### config.mk
export PLATFORM = sky130hd
export DESIGN_NAME = in_unit_flat
export DESIGN_NICKNAME = d
export VERILOG_FILES = /design/src/rtl/in_unit_pkg.sv /design/src/rtl/in_unit_if.sv /design/src/rtl/in_unit_byte_fifo.sv /design/src/rtl/in_unit.sv /design/src/flat_wrapper.sv
export SDC_FILE = /design/constraint.sdc
export NUM_CORES = 1
export LEC_CHECK = 0
export BUFFER_PORTS_ARGS = -buffer_cell sky130_fd_sc_hd__buf_4
export CAP_MARGIN = 40
export CORE_MARGIN = 1
export CORE_UTILIZATION = 29
export CTS_CLUSTER_DIAMETER = 150
export CTS_CLUSTER_SIZE = 14
export DETAILED_ROUTE_END_ITERATION = 10
export GPL_TIMING_DRIVEN = 0
export MAX_ROUTING_LAYER = met4
export PLACE_DENSITY = 0.43
export SYNTH_ARGS = -nofsm -noshare
export SYNTH_HDL_FRONTEND = slang
export SYNTH_SLANG_ARGS = --single-unit
### constraint.sdc
create_clock -name clk -period 4.3 [get_ports clk]
set_input_delay 0.43 -clock clk [delete_from_list [all_inputs] [get_ports clk]]
set_output_delay 0.43 -clock clk [all_outputs]
set_load 0.1 [all_outputs]
### src/rtl/in_unit_pkg.sv
`default_nettype none
// ============================================================================
// Package  : in_unit_pkg
// Brief    : Shared types and sizing constants for the input unit and its
//            neighbours on the CDB.
// Revision : 1.0 - initial release
// ============================================================================
package in_unit_pkg;

    localparam int ROB_WIDTH     = 4;
    localparam int IN_N_ENTRY    = 4;
    localparam int IN_FIFO_DEPTH = 16;

    // One result broadcast on the common data bus
    typedef struct packed {
        logic                 valid;
        logic [ROB_WIDTH-1:0] tag;
        logic [31:0]          data;
    } cdb_t;

    // IN results are the received byte zero-extended to a full word
    function automatic logic [31:0] zext_byte(input logic [7:0] b);
        return {24'h000000, b};
    endfunction

endpackage
`default_nettype wire

### src/rtl/in_unit_if.sv
`default_nettype none
// ============================================================================
// Interface : req_if
// Brief     : Minimal valid/ready handshake. The master drives valid, the
//             slave answers with ready; a transfer happens when both are high.
// Revision  : 1.0 - initial release
// ============================================================================
interface req_if;
    logic valid;
    logic ready;

    modport master (output valid, input ready);
    modport slave  (input valid, output ready);
endinterface
`default_nettype wire

### src/rtl/in_unit_byte_fifo.sv
`default_nettype none
// ============================================================================
// Module   : byte_fifo
// Brief    : Circular byte FIFO with a random-access peek at an offset from
//            the read pointer. Pushes while full are dropped; pops while empty
//            are ignored.
// Revision : 1.0 - initial release
// ============================================================================
module byte_fifo #(
    parameter int DEPTH = 16,
    parameter int AW    = $clog2(DEPTH)
) (
    input  logic          clk,
    input  logic          rst_n,
    input  logic          push,
    input  logic          pop,
    input  logic [7:0]    din,
    input  logic [AW-1:0] peek_off,
    output logic [7:0]    dout,
    output logic [AW:0]   fcount,
    output logic          not_full
);

    localparam logic [AW:0] c_full_count = (AW+1)'(DEPTH);

    logic [AW-1:0] rd_ptr_q, rd_ptr_d;
    logic [AW-1:0] wr_ptr_q, wr_ptr_d;
    logic [AW:0]   fcount_q, fcount_d;
    logic [7:0]    mem_q [DEPTH];
    logic [7:0]    mem_d [DEPTH];
    logic          w_write;
    logic          w_pop;
    logic [AW-1:0] w_peek_idx;

    assign not_full   = (fcount_q < c_full_count);
    assign w_write    = push && not_full;
    assign w_pop      = pop && (fcount_q != '0);
    assign w_peek_idx = rd_ptr_q + peek_off;
    assign dout       = mem_q[w_peek_idx];
    assign fcount     = fcount_q;

    // Next-state for pointers, occupancy and storage; pointers wrap mod DEPTH
    always_comb begin
        rd_ptr_d = rd_ptr_q + AW'(w_pop);
        wr_ptr_d = wr_ptr_q + AW'(w_write);
        fcount_d = fcount_q + (AW+1)'(w_write) - (AW+1)'(w_pop);
        mem_d    = mem_q;
        if (w_write) begin
            mem_d[wr_ptr_q] = din;
        end
    end

    // Control state registers, cleared by reset
    always_ff @(posedge clk or negedge rst_n) begin
        if (!rst_n) begin
            rd_ptr_q <= '0;
            wr_ptr_q <= '0;
            fcount_q <= '0;
        end else begin
            rd_ptr_q <= rd_ptr_d;
            wr_ptr_q <= wr_ptr_d;
            fcount_q <= fcount_d;
        end
    end

    // Byte storage; contents are only meaningful under fcount, so no reset
    always_ff @(posedge clk) begin
        mem_q <= mem_d;
    end

endmodule
`default_nettype wire

### src/rtl/in_unit.sv
`default_nettype none
// ============================================================================
// Module   : in_unit
// Brief    : Input unit. Buffers UART bytes, tracks in-flight IN instructions
//            by ROB tag, broadcasts each IN's byte on the CDB as soon as one is
//            available, and consumes the byte only when the IN commits so that
//            squashed INs never lose input.
// Revision : 1.0 - initial release
// ============================================================================
module in_unit
    import in_unit_pkg::*;
#(
    parameter int N_ENTRY    = IN_N_ENTRY,
    parameter int FIFO_DEPTH = IN_FIFO_DEPTH
) (
    input  logic                 clk,
    input  logic                 rst_n,
    req_if.slave                 issue_req,
    input  logic [ROB_WIDTH-1:0] issue_tag,
    req_if.slave                 commit_req,
    input  logic                 flush,
    req_if.master                cdb_req,
    output cdb_t                 cdb_out,
    input  logic                 receiver_valid,
    input  logic [7:0]           receiver_out,
    output logic                 receiver_ready
);

    localparam int c_tag_aw  = $clog2(N_ENTRY);
    localparam int c_fifo_aw = $clog2(FIFO_DEPTH);
    localparam logic [c_tag_aw:0] c_n_entry_cnt = (c_tag_aw+1)'(N_ENTRY);

    logic [ROB_WIDTH-1:0] tag_q [N_ENTRY];
    logic [ROB_WIDTH-1:0] tag_d [N_ENTRY];
    logic [c_tag_aw-1:0]  head_q, head_d;
    logic [c_tag_aw:0]    count_q, count_d;
    logic [c_tag_aw:0]    n_done_q, n_done_d;

    logic                 w_issue;
    logic                 w_commit;
    logic                 w_grant;
    logic                 w_cdb_valid;
    logic                 w_not_full;
    logic [7:0]           w_byte;
    logic [c_fifo_aw:0]   fcount;
    logic [c_fifo_aw:0]   w_n_done_ext;
    logic [c_fifo_aw-1:0] w_peek_off;
    logic [c_tag_aw-1:0]  w_rd_idx;
    logic [c_tag_aw-1:0]  w_wr_idx;

    // Byte buffer; entries beyond the committed head are peeked at n_done
    byte_fifo #(
        .DEPTH (FIFO_DEPTH)
    ) u_byte_fifo (
        .clk      (clk),
        .rst_n    (rst_n),
        .push     (receiver_valid),
        .pop      (w_commit),
        .din      (receiver_out),
        .peek_off (w_peek_off),
        .dout     (w_byte),
        .fcount   (fcount),
        .not_full (w_not_full)
    );

    assign w_n_done_ext = (c_fifo_aw+1)'(n_done_q);
    assign w_peek_off   = c_fifo_aw'(n_done_q);
    assign w_rd_idx     = head_q + n_done_q[c_tag_aw-1:0];
    assign w_wr_idx     = head_q + count_q[c_tag_aw-1:0];

    // Handshakes; an issue may enter a full queue when a commit frees a slot
    assign receiver_ready   = w_not_full;
    assign commit_req.ready = (n_done_q != '0);
    assign w_commit         = commit_req.valid && commit_req.ready;
    assign issue_req.ready  = (count_q < c_n_entry_cnt) || w_commit;
    assign w_issue          = issue_req.valid && issue_req.ready;

    // Oldest un-broadcast IN goes out once a byte exists for it
    assign w_cdb_valid   = (n_done_q < count_q) && (w_n_done_ext < fcount);
    assign cdb_req.valid = w_cdb_valid;
    assign w_grant       = w_cdb_valid && cdb_req.ready;
    assign cdb_out.valid = w_cdb_valid;
    assign cdb_out.tag   = tag_q[w_rd_idx];
    assign cdb_out.data  = zext_byte(w_byte);

    // Tag queue and broadcast-progress bookkeeping; flush drops all INs
    always_comb begin
        tag_d    = tag_q;
        head_d   = head_q + c_tag_aw'(w_commit);
        count_d  = count_q;
        n_done_d = n_done_q;
        if (flush) begin
            count_d  = '0;
            n_done_d = '0;
        end else begin
            count_d  = count_q + (c_tag_aw+1)'(w_issue) - (c_tag_aw+1)'(w_commit);
            n_done_d = n_done_q + (c_tag_aw+1)'(w_grant) - (c_tag_aw+1)'(w_commit);
            if (w_issue) begin
                tag_d[w_wr_idx] = issue_tag;
            end
        end
    end

    // Queue state registers
    always_ff @(posedge clk or negedge rst_n) begin
        if (!rst_n) begin
            head_q   <= '0;
            count_q  <= '0;
            n_done_q <= '0;
            for (int i = 0; i < N_ENTRY; i++) begin
                tag_q[i] <= '0;
            end
        end else begin
            head_q   <= head_d;
            count_q  <= count_d;
            n_done_q <= n_done_d;
            tag_q    <= tag_d;
        end
    end

    // A commit is only meaningful for an IN whose result was broadcast
    a_commit_has_done: assert property (@(posedge clk) disable iff (!rst_n)
        commit_req.valid |-> (n_done_q != '0));

endmodule
`default_nettype wire

### src/flat_wrapper.sv
// flat-port wrapper written by rule: the top's interface ports become plain ports
module in_unit_flat import in_unit_pkg::*;
#(
    parameter int N_ENTRY    = IN_N_ENTRY,
    parameter int FIFO_DEPTH = IN_FIFO_DEPTH
)
  (clk, rst_n, issue_tag, flush, cdb_out, receiver_valid, receiver_out, receiver_ready, issue_req_valid, issue_req_ready, commit_req_valid, commit_req_ready, cdb_req_valid, cdb_req_ready);
  req_if issue_req_i ();
  req_if commit_req_i ();
  req_if cdb_req_i ();
  input  logic clk;
  input  logic rst_n;
  input  logic [ROB_WIDTH-1:0] issue_tag;
  input  logic flush;
  output cdb_t cdb_out;
  input  logic receiver_valid;
  input  logic [7:0] receiver_out;
  output logic receiver_ready;
  input wire logic [$bits(issue_req_i.valid)-1:0] issue_req_valid;
  output wire logic [$bits(issue_req_i.ready)-1:0] issue_req_ready;
  input wire logic [$bits(commit_req_i.valid)-1:0] commit_req_valid;
  output wire logic [$bits(commit_req_i.ready)-1:0] commit_req_ready;
  output wire logic [$bits(cdb_req_i.valid)-1:0] cdb_req_valid;
  input wire logic [$bits(cdb_req_i.ready)-1:0] cdb_req_ready;
  assign issue_req_i.valid = issue_req_valid;
  assign issue_req_ready = issue_req_i.ready;
  assign commit_req_i.valid = commit_req_valid;
  assign commit_req_ready = commit_req_i.ready;
  assign cdb_req_valid = cdb_req_i.valid;
  assign cdb_req_i.ready = cdb_req_ready;
  in_unit #(.N_ENTRY(N_ENTRY), .FIFO_DEPTH(FIFO_DEPTH)) u_core (.clk(clk), .rst_n(rst_n), .issue_req(issue_req_i), .issue_tag(issue_tag), .commit_req(commit_req_i), .flush(flush), .cdb_req(cdb_req_i), .cdb_out(cdb_out), .receiver_valid(receiver_valid), .receiver_out(receiver_out), .receiver_ready(receiver_ready));
endmodule
After elaboration in Yosys (flattened, before gate mapping):

Index checks and enable logic that the tools add are counted.

* flip-flop bits (word level): 165
* input port bits: 19
* output and inout bits: 41

* mux-type cells: 14
* bitwise operators: 5
* $lt $le $gt $ge: 10
* add/sub/neg operators: 12
* reductions and logical operators: 12

Operators with widths (count)
* $bwmux W128: 1
* $bmux W8 S4: 1
* $demux W8 S4: 1
* $mux W8: 3
* $bwmux W16: 1
* $mux W4: 3
* $ge A5 B5 Y1 const B: 2
* $not A4 Y5: 2
* $add A4 B1 Y4: 2
* $bmux W4 S2: 1
* $demux W4 S2: 1
* $logic_and A1 B1 Y1: 8
* $add A3 B1 Y3: 2
* $ge A3 B3 Y1 const B: 2
* $mux W3: 2
* $not A2 Y3: 2
* $sub A3 B1 Y3: 2
* $add A5 B1 Y5: 1
* $lt A3 B5 Y1: 1
* $lt A5 B1 Y1 const B: 1
* $lt A5 B5 Y1 const B: 1
* $reduce_bool A5 Y1: 1
* $sub A5 B1 Y5: 1
* $add A2 B2 Y2: 2
* 9 further kinds: 9

Longest topological paths before layout:

Gate-level depths: netlist (run 1).

* depth in word-level cells: 7
* mapped depth: 12

Modules after synthesis:

From an unflattened synthesis (run 1), not the netlist that was laid out.

* cells, all modules: 515
* area, all modules: 7644.8 um^2

By module, submodules not included
* byte_fifo: times used 1, cells an instance 392, area each 6072.1 um^2
* in_unit: times used 1, cells an instance 123, area each 1572.8 um^2

Worst setup path before layout (run 1):

OpenSTA, ideal clock, no wires.

* path type: reg-to-output
* start: register u_core.n_done_q[1]
* end: output cdb_out[36] (netlist name)
* arrival time: 3.988 ns
* cell stages (with the launch flop): 6
* slack: -0.118 ns
* cell sequence: dfrtp_1 ha_1 a21o_1 a21o_1 a211oi_1 buf_4

* cells in the longest elaborated chain, start to end: 2
* elaborated cells on any way between the ends: 3

RTL lines
* start: declaration: line in_unit.sv:37 `logic [c_tag_aw:0] n_done_q, n_done_d;`
* start signal: assignment: line in_unit.sv:116 `n_done_q <= n_done_d;`
* $lt A3 B5 Y1 or $lt A3 B3 Y1 (tied branches): line in_unit.sv:79 `assign w_cdb_valid = (n_done_q < count_q) && (w_n_done_ext < fcount);`
* $logic_and A1 B1 Y1 *: line in_unit.sv:79
* end: declaration: line flat_wrapper.sv:15 `output cdb_t cdb_out;`

Mark *: on every way between the ends. The rest lies on a longest branch, timed or not.

==> flow_metrics.py, run 1 <==
metrics = {
    "outcome": {
        "outcome": "finished clean",
    },
    "floorplan": {
        "core_area_mm2": 0.02511,
        "floorplan.io_pins": 60,
        "vertical_extent_of_the_die_um": 161.9,
        "die_width_um": 161.9,
        "placement_rows": 58,
        "initial_core_util_pct": 29.52,
        "design.die.area_mm2": 0.02621,
    },
    "worst_setup_path": {
        "r2r_cells": 10,
        "rrSetupSlack_ns": 1.49,
        "critPathKind": "reg2out",
        "path_max_fanout": 10,
        "crit-reg2reg-launch": "u_core.n_done_q[1]",
        "worstReg2RegEnd": "u_core.n_done_q[2]",
        "cp-start-kind": "register",
        "setup.worst_path.end_class": "output port",
        "worst_ep_required_time_ns": 3.87,
        "crit_arrival_ns": 3.43,
    },
    "cts": {
        "clock_tree_root_driver_cell": "clkbuf_16",
        "cts.clk_slew.worst_paths_ns": 0.07,
        "clk_latency_ns": 0.42,
        "post_cts_resize_count": 0,
        "tritoncts_num_sinks": 165,
        "cts_tree": "yes",
        "ctsHtreeMaxLevel": 4,
        "cts_setup_buffers": 0,
        "clock_path_buffers": 2,
        "cts_inserted_buffers": 17,
    },
    "detailed_routing": {
        "drt-total-wl_mm": 15.62,
        "drt_pre_antenna_iters": 4,
        "drcViolationCount": 0,
        "routed_via_density": 4.498,
        "vias": 3909,
        "detail_route.wl_per_cell_um": 17.98,
        "detail_route.iter0.violations": 264,
        "postRouteAntennaNets": 0,
    },
    "min_path": {
        "whs_endpoint": "u_core.n_done_q[1]",
        "hold-path-cell-count": 2,
        "timing.hold.worst.class": "in2reg",
        "min-delay-start": "flush",
    },
    "sta": {
        "max_slew_margin_pct": 43.27,
        "rsz_0062_raised_after_global_routing": "false",
        "finalCriticalPeriod_ns": 3.863,
        "final.setup.tns_ns": 0,
        "timing_hold_violations_final": 0,
        "worstMarginPinSlew_ns": 0.8477,
        "fin_crit_share_pct": 89.83,
        "fin_worst_skew_ns": 0.01088,
        "achievable-frequency_ghz": 0.2589,
        "setup-violations-final": 0,
        "maxSlewViolCount": 0,
    },
    "yosys": {
        "yosys.area_share.adder_pct": 5.300,
        "dominant_cells_by_area_after_synthesis": "edfxtp_1 (52%), dfrtp_1 (12%), mux4_2 (6.1%), mux4_1 (5.7%), ha_1 (4.2%)",
        "largest_family_of_logic_cells_by_synthesized_area": "multiplexers",
        "post-synth-top-area-cell": "edfxtp_1",
        "synth.mux.area_fraction_pct": 14.18,
        "synth_xor_xnor_area_share_pct": 2.447,
        "post_synth_num_cell_types": 39,
        "synthesis.area_per_instance_um2": 16.93,
        "syn-cell-area_mm2": 0.007413,
        "compound_gate_portion_of_the_synthesized_area_pct": 4.118,
        "synth-main-ff-cell": "edfxtp_1",
        "seq_area_frac_synth_pct": 64.34,
        "synthArstFlopShare_pct": 22.42,
        "postSynthCellCount": 438,
        "synth-edff-count": 128,
        "fraction_of_post_synthesis_cell_area_in_the_top_cell_type_by_area_pct": 51.85,
        "synth_area_in_simple_gates_pct": 4.287,
        "postSynthRegisterBits": 165,
        "leading_cell_type_by_number_of_instances_after_synthesis": "edfxtp_1",
        "ys.warnings.count": 0,
        "netlist_top_cells_count": "edfxtp_1 (128), dfrtp_1 (37), buf_4 (26)",
    },
    "job": {
        "number_of_maximum_capacitance_violations": 0,
    },
    "grt": {
        "grt_start_max_net_pins": 38,
        "grt_first_pass_wirelength_mm": 23.97,
        "grt_antenna_before_repair": 0,
        "grt_overflow_total": 0,
        "grt_usage_pct": 13.09,
        "first_global_vias": 3988,
    },
    "placed_design": {
        "port_buffers": 35,
        "routability_driven_placement_congestion_ratio": 0.8510,
        "place_hpwl_mm": 10.62,
    },
    "layout": {
        "drive_above_1_share_pct": 28.81,
        "nets": 573,
        "filler_cell_count": 2476,
        "area_growth_pct": 19.92,
    },
}
-- metal layers --
layer	routed length (µm)	vias up	track usage (%)
met3	646	9	3.064
met5	0	-	-
met4	144	0	3.345
met2	7741	76	20.91
li1	-	1815	-
met1	7091	2009	16.75
-- timing repair --
action	in CTS	in global routing
hold buffers	1	0
endpoints found under the hold margin	25	0
endpoints found under the setup margin	0	0
-- per-stage QoR --
stage                     cells  utilization [%]  hold slack, ns  cell area, µm²  worst slack (ns)
after floorplan             461                -          0.1344            7505            0.9673
after global placement      826            32.58          0.4378            8180            0.7837
after detailed placement    833            32.84          0.4464            8245            0.7961
after CTS                   866            35.33          0.2092            8872            0.3233
after global routing        868            35.39          0.2185            8887            0.2044
final                       869            35.40          0.2212            8890            0.4372
-- state kept, by name, indices dropped and copies added, names as in the netlist --
register and flops:
u_core.count_q 3, u_core.head_q 2, u_core.n_done_q 3, u_core.tag_q 16
u_core.u_byte_fifo.fcount 5, u_core.u_byte_fifo.mem_q 128, u_core.u_byte_fifo.rd_ptr_q 4, u_core.u_byte_fifo.wr_ptr_q 4
-- cell usage in the layout (no fill, tap or decap), types with 3 or more instances in the layout --
cell type	instances
bufinv_16	3
ha_1	25
mux4_2	20
xnor2_1	12
nor3_2	3
inv_6	4
xor2_1	5
a211o_1	8
conb_1	24
clkbuf_16	17
nand3_1	16
inv_1	23
mux4_1	16
a21oi_1	4
fa_1	4
buf_2	9
nand2b_1	5
mux2_2	16
nand2_1	19
nor2b_1	3
edfxtp_1	128
o211ai_1	16
a21o_1	3
dfrtp_1	37
buf_4	69
inv_8	3
nor2_1	18
-- critical path: stages (launching register included) --
cell	delay [ns]
dfrtp_1	0.47
ha_1	0.22
inv_1	0.06
fa_1	0.65
buf_2	0.37
buf_2	0.35
mux4_2	0.38
o211ai_1	0.10
nand3_1	0.14
buf_4	0.26
-- layout make-up --
cell class | instances | area, µm² | share of cell area (%)
clock buffers | 17 | 425.4 | 4.785
diodes | 1 | 2.502 | 0.02815
plain buffers | 40 | 305.3 | 3.434
inverters | 23 | 86.33 | 0.9711
well taps | 330 | 412.9 | 4.645
clock inverters | 15 | 191.4 | 2.153
repair buffers | 45 | 337.8 | 3.800
flip-flops and latches | 165 | 4770 | 53.65
multi-input cells | 233 | 2359 | 26.53
-- how the worst max path moves through the flow --
stage | from | slack, ns | cells past startpoint | to
final | u_core.n_done_q[0] | 0.44 | 9 | cdb_out[7]
after global routing | u_core.n_done_q[0] | 0.20 | 9 | cdb_out[2]
after CTS | u_core.n_done_q[0] | 0.32 | 9 | cdb_out[7]
after detailed placement | u_core.n_done_q[0] | 0.80 | 9 | cdb_out[7]
after global placement | u_core.n_done_q[0] | 0.78 | 9 | cdb_out[7]
after floorplan | u_core.n_done_q[1] | 0.97 | 5 | cdb_out[36]
-- cells by family (layout without fill, tap and decap cells) --
| family | count (synthesis) | in the layout |
|---|---|---|
| muxes | 52 | 52 |
| AOI/OAI and AO/OA | 40 | 40 |
| other | 1 | 25 |
| DFF | 165 | 165 |
| adders and majority gates | 29 | 29 |
| xor gates and xnor gates | 19 | 19 |
| and+or+nand+nor | 69 | 69 |
| buffers and inverters | 63 | 140 |
Power of run 1 is not shown: default switching activity piles up to over one toggle a cycle in this logic, so the estimate is an artifact.
==> run 2, diff against run 1 <==
--- a/config.mk
+++ b/config.mk
@@ -15,6 +15,7 @@
 export GPL_TIMING_DRIVEN = 0
 export MAX_ROUTING_LAYER = met4
 export PLACE_DENSITY = 0.43
+export RECOVER_POWER = 25
 export SYNTH_ARGS = -nofsm -noshare
 export SYNTH_HDL_FRONTEND = slang
 export SYNTH_SLANG_ARGS = --single-unit
==> run 2 against run 1 <==
Compared with the run above: first-iteration DRC count down 6.4%; via count down 0.13%; cell count down 0.12%; sequential share of layout area up 0.20 points; maximum frequency about the same; die area unchanged; global-route usage unchanged; wire length about the same; worst setup slack about the same; worst hold slack about the same; clock skew down 0.00050 ns; design area down 0.37%; critical endpoint is now cdb_out[2]; highest routed layer unchanged.
==> flow_metrics.py, run 2 (synthesis gave the netlist of run 1 again) <==
metrics = {
    "outcome": {
        "outcome": "finished clean",
    },
    "worst_setup_path": {
        "crit-reg2reg-launch": "u_core.n_done_q[1]",
        "path_max_fanout": 10,
        "setup.worst_path.end_class": "output port",
        "setup.worst_path.start": "u_core.n_done_q[0]",
        "crit_arrival_ns": 3.43,
        "cp-start-kind": "register",
        "worstReg2RegEnd": "u_core.n_done_q[2]",
        "critPathKind": "reg2out",
        "rrSetupSlack_ns": 1.49,
        "worst_ep_required_time_ns": 3.87,
        "r2r_cells": 10,
    },
    "detailed_routing": {
        "detail_route.iter0.violations": 247,
        "routed_via_density": 4.498,
        "detail_route.wl_per_cell_um": 18.00,
        "drcViolationCount": 0,
        "postRouteAntennaNets": 0,
        "drt-total-wl_mm": 15.63,
        "drt_pre_antenna_iters": 4,
        "vias": 3904,
    },
    "min_path": {
        "hold-path-cell-count": 2,
        "timing.hold.worst.class": "in2reg",
        "whs_endpoint": "u_core.n_done_q[1]",
        "min-delay-start": "flush",
    },
    "cts": {
        "cts_hold_buf": 1,
        "tritoncts_num_sinks": 165,
        "clock_path_buffers": 2,
        "post_cts_resize_count": 0,
        "cts_setup_buffers": 0,
        "clock_tree_root_driver_cell": "clkbuf_16",
        "cts_inserted_buffers": 17,
        "clk_latency_ns": 0.42,
        "cts.clk_slew.worst_paths_ns": 0.07,
        "cts_tree": "yes",
        "ctsHtreeMaxLevel": 4,
    },
    "sta": {
        "timing_hold_violations_final": 0,
        "achievable-frequency_ghz": 0.2589,
        "final.setup.tns_ns": 0,
        "fin_crit_share_pct": 89.83,
        "finalCriticalPeriod_ns": 3.863,
        "setup-violations-final": 0,
        "worstMarginPinSlew_ns": 0.8764,
        "fin_worst_skew_ns": 0.01038,
        "maxSlewViolCount": 0,
        "max_slew_margin_pct": 41.57,
        "rsz_0062_raised_after_global_routing": "false",
    },
    "layout": {
        "drive_above_1_share_pct": 27.32,
        "diodes": 0,
        "layout.cell_area.non_filler_mm2": 0.008857,
        "layout.cells.most_common": "edfxtp_1",
        "fraction_of_the_core_area_covered_by_cells_at_the_end_of_the_flow_pct": 35.28,
        "area_of_combinational_cells_with_multiple_inputs_mm2": 0.002359,
        "top_register": "u_core.u_byte_fifo.mem_q",
        "nets": 573,
        "ff_latch_area_mm2": 0.004770,
        "area_growth_pct": 19.48,
        "largest_register_ff_count": 128,
        "filler_cell_count": 2487,
        "most-common-layout-cells": "edfxtp_1 (128), buf_4 (61), dfrtp_1 (37), ha_1 (25), conb_1 (24)",
    },
    "floorplan": {
        "design.die.area_mm2": 0.02621,
        "core_area_mm2": 0.02511,
        "die_width_um": 161.9,
        "vertical_extent_of_the_die_um": 161.9,
        "placement_rows": 58,
        "floorplan.io_pins": 60,
        "initial_core_util_pct": 29.52,
    },
    "grt": {
        "grt_start_max_net_pins": 38,
        "globalRouteMet3Util_pct": 3.064,
        "first_global_vias": 3988,
        "grt_first_pass_wirelength_mm": 23.97,
        "busiest_layer": "met2",
        "fraction_of_met1_tracks_used_by_global_routing_pct": 16.75,
        "grt_antenna_before_repair": 0,
        "grt_overflow_total": 0,
        "grt_usage_pct": 13.09,
        "gr-usage-met2_pct": 20.91,
    },
    "job": {
        "number_of_maximum_capacitance_violations": 0,
    },
    "placed_design": {
        "place_area_mm2": 0.008245,
        "routability_driven_placement_congestion_ratio": 0.8510,
        "place_hpwl_mm": 10.62,
        "port_buffers": 35,
    },
}
[run 2: cell count changes in the layout (fill, tap and decap cells not counted)]
cell      previous run  this run
diode_2              1         0
clkbuf_1             2        10
buf_4               69        61
[run 2: stage by stage]
stage | hold WS [ns] | std cells | worst slack, ns
detailed placement | 0.4464 | 833 | 0.7961
floorplan | 0.1344 | 461 | 0.9673
global route | 0.2185 | 868 | 0.2044
global placement | 0.4378 | 826 | 0.7837
finish | 0.2216 | 868 | 0.4373
CTS | 0.2092 | 866 | 0.3233
[run 2: worst max path at each step]
stage / depth (start not counted) / slack (ns) / to
floorplan: 5 / 0.97 / cdb_out[36]
global placement: 9 / 0.78 / cdb_out[7]
detailed placement: 9 / 0.80 / cdb_out[7]
CTS: 9 / 0.32 / cdb_out[7]
global route: 9 / 0.20 / cdb_out[2]
finish: 9 / 0.44 / cdb_out[2]
[run 2: metal layers]
metal  routed length (µm)  part of all wire [%]
met5                    0                     0
met3                  604                   3.9
met2                 7737                    50
met1                 7138                    46
met4                  146                  0.93
[run 2: layout make-up]
cell class	count	area share, %
clock buffers	17	4.803
plain buffers	40	3.447
inverters	23	0.9747
clock inverters	15	2.161
multi-input cells	233	26.63
well taps	330	4.662
repair buffers	45	3.475
flip-flops and latches	165	53.85
[run 2: worst max-delay path, stage by stage, from the launching register on]
cell	delay, ns
dfrtp_1	0.47
ha_1	0.22
inv_1	0.06
fa_1	0.65
buf_2	0.36
buf_2	0.35
mux4_2	0.38
o211ai_1	0.11
nand3_1	0.13
buf_4	0.25
Power of run 2 is left out for the same reason.
